File: src/rtl/mux_gate_pkg.sv
// Shared constants for the mux-built parity accumulator.
// Holds the FSM state encoding and the XOR/XNOR mode select values.
package mux_gate_pkg;

   localparam logic [1:0] ST_ACCUM = 2'd0;
   localparam logic [1:0] ST_DROP  = 2'd1;
   localparam logic [1:0] ST_DONE  = 2'd2;

   localparam logic MODE_XOR  = 1'b0;
   localparam logic MODE_XNOR = 1'b1;

   typedef enum logic [1:0] {
      ACCUM = ST_ACCUM,
      DROP  = ST_DROP,
      DONE  = ST_DONE
   } state_t;

endpackage

File: src/rtl/mux_xor_vec.sv
// Combinational vector XOR (o_y = a ^ b) and conditional invert (o_yi = inv ? ~x : x).
// Both functions are built per bit from two_one_mux cells.
module mux_xor_vec #(
   parameter int WIDTH = 8
) (
   input  logic [WIDTH-1:0] i_a,
   input  logic [WIDTH-1:0] i_b,
   input  logic [WIDTH-1:0] i_x,
   input  logic             i_inv,
   output logic [WIDTH-1:0] o_y,
   output logic [WIDTH-1:0] o_yi
);

   logic [WIDTH-1:0] w_nb;
   logic [WIDTH-1:0] w_nx;

   for (genvar g = 0; g < WIDTH; g++) begin : g_bit
      // Inverter is mux(1, 0, sel=b); XOR is mux(b, ~b, sel=a).
      two_one_mux u_inv_b (.i_d0(1'b1),   .i_d1(1'b0),     .i_sel(i_b[g]), .o_y(w_nb[g]));
      two_one_mux u_xor   (.i_d0(i_b[g]), .i_d1(w_nb[g]),  .i_sel(i_a[g]), .o_y(o_y[g]));
      two_one_mux u_inv_x (.i_d0(1'b1),   .i_d1(1'b0),     .i_sel(i_x[g]), .o_y(w_nx[g]));
      two_one_mux u_cinv  (.i_d0(i_x[g]), .i_d1(w_nx[g]),  .i_sel(i_inv),  .o_y(o_yi[g]));
   end

endmodule

File: src/rtl/two_one_mux.sv
// Basic 2:1 mux cell. Every gate in the parity datapath is built from this cell.
module two_one_mux (
   input  logic i_d0,
   input  logic i_d1,
   input  logic i_sel,
   output logic o_y
);

   assign o_y = i_sel ? i_d1 : i_d0;

endmodule

File: src/rtl/mux_parity_accum.sv
// Per-frame XOR/XNOR accumulator over a valid/ready word stream.
// Frames longer than MAX_LEN are flagged and their surplus words dropped.
module mux_parity_accum
   import mux_gate_pkg::*;
#(
   parameter  int WIDTH   = 8,
   parameter  int MAX_LEN = 16,
   localparam int CW      = $clog2(MAX_LEN + 1)
) (
   input  logic             clk,
   input  logic             rst_n,
   input  logic             in_valid,
   output logic             in_ready,
   input  logic [WIDTH-1:0] in_data,
   input  logic             in_last,
   input  logic             mode,
   output logic             out_valid,
   input  logic             out_ready,
   output logic [WIDTH-1:0] out_data,
   output logic [CW-1:0]    out_count,
   output logic             out_err
);

   state_t           r_state;
   state_t           w_state_nxt;
   logic [WIDTH-1:0] r_acc;
   logic [CW-1:0]    r_count;
   logic             r_err;
   logic             r_mode;

   logic [CW-1:0]    w_count_inc;
   logic             w_set_err;
   logic             w_out_inv;
   logic [WIDTH-1:0] w_acc_xor;
   logic [WIDTH-1:0] w_out_word;
   logic [WIDTH-1:0] w_unused_yi;
   logic [WIDTH-1:0] w_unused_y;

   assign w_count_inc = r_count + CW'(1);
   assign w_out_inv   = (r_mode == MODE_XNOR);

   mux_xor_vec #(.WIDTH(WIDTH)) u_acc_xor (
      .i_a   (r_acc),
      .i_b   (in_data),
      .i_x   ('0),
      .i_inv (1'b0),
      .o_y   (w_acc_xor),
      .o_yi  (w_unused_yi)
   );

   mux_xor_vec #(.WIDTH(WIDTH)) u_out_inv (
      .i_a   ('0),
      .i_b   ('0),
      .i_x   (r_acc),
      .i_inv (w_out_inv),
      .o_y   (w_unused_y),
      .o_yi  (w_out_word)
   );

   always_ff @(posedge clk or negedge rst_n) begin
      if (!rst_n) r_state <= ACCUM;
      else        r_state <= w_state_nxt;
   end

   always_comb begin
      // NOTE: every output of this block is given a default first, so no path can infer a latch.
      w_state_nxt = r_state;
      in_ready    = 1'b0;
      out_valid   = 1'b0;
      w_set_err   = 1'b0;
      case (r_state)
         ACCUM: begin
            in_ready = 1'b1;
            if (in_valid) begin
               if (in_last) begin
                  w_state_nxt = DONE;
               end else if (w_count_inc == CW'(MAX_LEN)) begin
                  w_set_err   = 1'b1;
                  w_state_nxt = DROP;
               end
            end
         end
         DROP: begin
            in_ready = 1'b1;
            if (in_valid && in_last) w_state_nxt = DONE;
         end
         DONE: begin
            out_valid = 1'b1;
            if (out_ready) w_state_nxt = ACCUM;
         end
         default: w_state_nxt = ACCUM;
      endcase
   end

   // NOTE: sequential state uses non-blocking assignments so all registers update from pre-edge values.
   always_ff @(posedge clk or negedge rst_n) begin
      if (!rst_n) begin
         r_acc   <= '0;
         r_count <= '0;
         r_err   <= 1'b0;
         r_mode  <= 1'b0;
      end else begin
         case (r_state)
            ACCUM: begin
               if (in_valid) begin
                  if (r_count == '0) begin
                     r_acc  <= in_data;
                     r_mode <= mode;
                  end else begin
                     r_acc  <= w_acc_xor;
                  end
                  r_count <= w_count_inc;
                  if (w_set_err) r_err <= 1'b1;
               end
            end
            DONE: begin
               if (out_ready) begin
                  r_acc   <= '0;
                  r_count <= '0;
                  r_err   <= 1'b0;
               end
            end
            default: ;
         endcase
      end
   end

   // Result fields read as zero whenever no result is being offered.
   assign out_data  = out_valid ? w_out_word : '0;
   assign out_count = out_valid ? r_count    : '0;
   assign out_err   = out_valid & r_err;

endmodule

File: config.mk
export PLATFORM = sky130hd
export DESIGN_NAME = mux_parity_accum
export DESIGN_NICKNAME = d
export VERILOG_FILES = /design/src/rtl/mux_gate_pkg.sv /design/src/rtl/mux_xor_vec.sv /design/src/rtl/two_one_mux.sv /design/src/rtl/mux_parity_accum.sv
export SDC_FILE = /design/constraint.sdc
export NUM_CORES = 1
export LEC_CHECK = 0
export CORE_UTILIZATION = 40
export CTS_BUF_LIST = sky130_fd_sc_hd__clkbuf_8
export DETAILED_ROUTE_END_ITERATION = 16
export PLACE_DENSITY = 0.76
export SLEW_MARGIN = 20
export SYNTH_ARGS = -nofsm -noshare
export SYNTH_HDL_FRONTEND = slang
export SYNTH_SLANG_ARGS = --single-unit
File: constraint.sdc
create_clock -name clk -period 1.91 [get_ports clk]
set_clock_uncertainty 0.15 [all_clocks]
set_input_delay 0.191 -clock clk [delete_from_list [all_inputs] [get_ports clk]]
set_output_delay 0.191 -clock clk [all_outputs]
set_load 0.005 [all_outputs]
==> impl_metrics.toml <==
[run_status]
outcome = "finished, final reports clean"

[placement]
gp_congestion = 0.831
dp_hpwl_mm = 1.84
place_ws_ns = -0.00184
port_buffers = 29
dpl_cell_area_um2 = 1440

[timing]
setup_viol = 0
fin_crit_sh = 0.961
hold_violations = 0
relSlewSlack = 0.815
rsz0062_at_grt = "false"
finalSetupTns_ns = 0
maxSlewViolCount = 0
fin_ws_ns = 0.0744
tightest_slew_ns = 0.277
period_needed_ns = 1.84
fmax_ghz = 0.545

[power_and_ir_drop]
p_per_area_nw_per_um2 = 1030
leakage_nw = 0.762
worst_ir_drop_vdd_uv = 577

[grt]
grt_max_degree = 18
antenna_found_initial = 0
grt-ovfl-total = 0
grt_pass1_vias = 971
grt_pass1_wl_mm = 4.26
grt.total_usage = 0.200

[worst_setup_path]
arrival_ns = 1.49
cp-start-kind = "flop"
r2r_start = "r_count[0]$_DFFE_PN0P_"
setup.worst_path.end_class = "output pin"
reg2reg_slack_ns = 0.10
reg2regPathDepth = 5
crit_type = "flop to output pin"
crit_required_ns = 1.57
timing.rr.end = "r_mode$_DFFE_PN0P_"
cp_max_fo = 7

[clock_network]
clock_path_buffers = 2
cts-htree-levels = 1
cts-buffers-inserted = 3
cts.reportedPaths.clkPinSlew_ns = 0.07
cts-root-buf = "clkbuf_8"
cts.sinks = 17
clkLatencyLatePin_ns = 0.25
cts_tree = "done"

[finish]
drive_gt1_frac = 0.170
final_cell_mix = "nand2_1, clkdlybuf4s50_1, dfrtp_1"
final_util = 0.600
area_growth_pct = 39.9
final_common_cell = "nand2_1"
design.final.nets = 182
design_area_um2 = 1510
n_antenna_cell = 0

[synthesis]
synth-edff-count = 0
syn-num-nets = 143
synthesis.area_um2 = 1080
synth-seq-cells = 17
ys_async_sr_fraction = 1.00
synth_flop_cell = "dfrtp_1"
synthCells = 127
yosysSeqAreaShare = 0.394
synth_cell_types = 31
ys_warn_count = 0
syn_avg_cell_area_um2 = 8.51

[flow_run]
max-cap-violations = 0

[route]
drtIter0Drc = 15
wl_per_cell_um = 13.4
ant_nets = 0
wl_mm = 2.61
vias = 1033
vias_per_cell = 5.30
drc = 0
first_pass_iters = 4

[floorplan]
ios = 30
rows = 18
core_area_um2 = 2520
die-area_um2 = 2910
start_util = 0.429
die_w_um = 54.0
die_h_um = 54.0

[worst_hold_path]
hold_path.class = "primary input to async pin"
flip-flops by register name, indices dropped and copies added (netlist names):
signal,cells
r_err,1
r_mode,1
r_state,2
r_acc,8
r_count,5
per-stage QoR:
stage          power, mW  instances  hold slack [ns]
3_3_place_gp        1.29        190            0.357
6_report            1.56        195            0.118
4_1_cts             1.56        195            0.125
3_5_place_dp        1.32        190            0.374
5_1_grt             1.67        195            0.136
2_1_floorplan       1.04        127           -0.255
worst max path at each step:
stage	startpoint	to	cells past startpoint
finish	r_state[0]$_DFFE_PN0P_	out_count[3]	4
floorplan	r_count[0]$_DFFE_PN0P_	r_mode$_DFFE_PN0P_	6
detailed placement	in_valid	r_mode$_DFFE_PN0P_	4
global route	r_count[0]$_DFFE_PN0P_	r_acc[7]$_DFFE_PN0P_	7
global placement	in_valid	r_mode$_DFFE_PN0P_	4
CTS	r_state[0]$_DFFE_PN0P_	out_data[3]	4
power by group:
part	internal (mW)	switching [mW]	total, mW	leakage [nW]
clock network	0.143	0.126	0.268	0.0269
logic	0.389	0.311	0.700	0.517
registers	0.456	0.137	0.592	0.218
total	0.988	0.573	1.56	0.762
critical path, cell delays in order (launching register included):
cell and delay (ns):
dfrtp_1 0.39, nand2b_4 0.16, inv_4 0.08, and2_1 0.12
clkdlybuf4s50_1 0.49
Yosys cell counts, types with 3 or more instances:
cell | instances | area share
and2_1 | 4 | 0.023
nor2_1 | 13 | 0.045
clkbuf_1 | 3 | 0.010
nand2_1 | 19 | 0.066
buf_6 | 3 | 0.031
a21oi_1 | 10 | 0.046
inv_1 | 4 | 0.014
nand3_1 | 10 | 0.046
xnor2_1 | 8 | 0.065
dfrtp_1 | 17 | 0.39
nand3b_1 | 7 | 0.049
o21ai_0 | 7 | 0.032
repair_timing:
item / in CTS / in global routing
endpoints found under the setup margin: 15 / 13
gates cloned: 0 / 0
resized for setup: 11 / 6
setup buffers: 1 / 0
hold buffers: 0 / 0
cell type report:
type	count	area (um^2)
fill	258	1010
multi-input combinational	99	603
sequential	17	428
timing repair buffer	41	382
clock buffer	3	41.3
tap	30	37.5
inverter	4	17.5
clock inverter	1	3.75
routing by layer:
layer | vias up | track usage | routed length, um
li1 | 506 | - | -
met1 | 496 | 0.245 | 1170
met2 | 29 | 0.354 | 1290
met3 | 2 | 0.0254 | 137
met4 | 0 | 0.0726 | 17
met5 | - | 0 | 0
kinds of logic (layout without fill, tap and decap cells):
family,count (synthesis),in the layout,share of synthesized area
mux,2,2,0.0197
xor+xnor,9,9,0.0729
buf+inv,11,49,0.0590
compound gates,21,21,0.111
flops,17,17,0.394
fa+ha+maj,2,2,0.0231
simple gates,65,65,0.321
(Power assumes the default switching activity.)
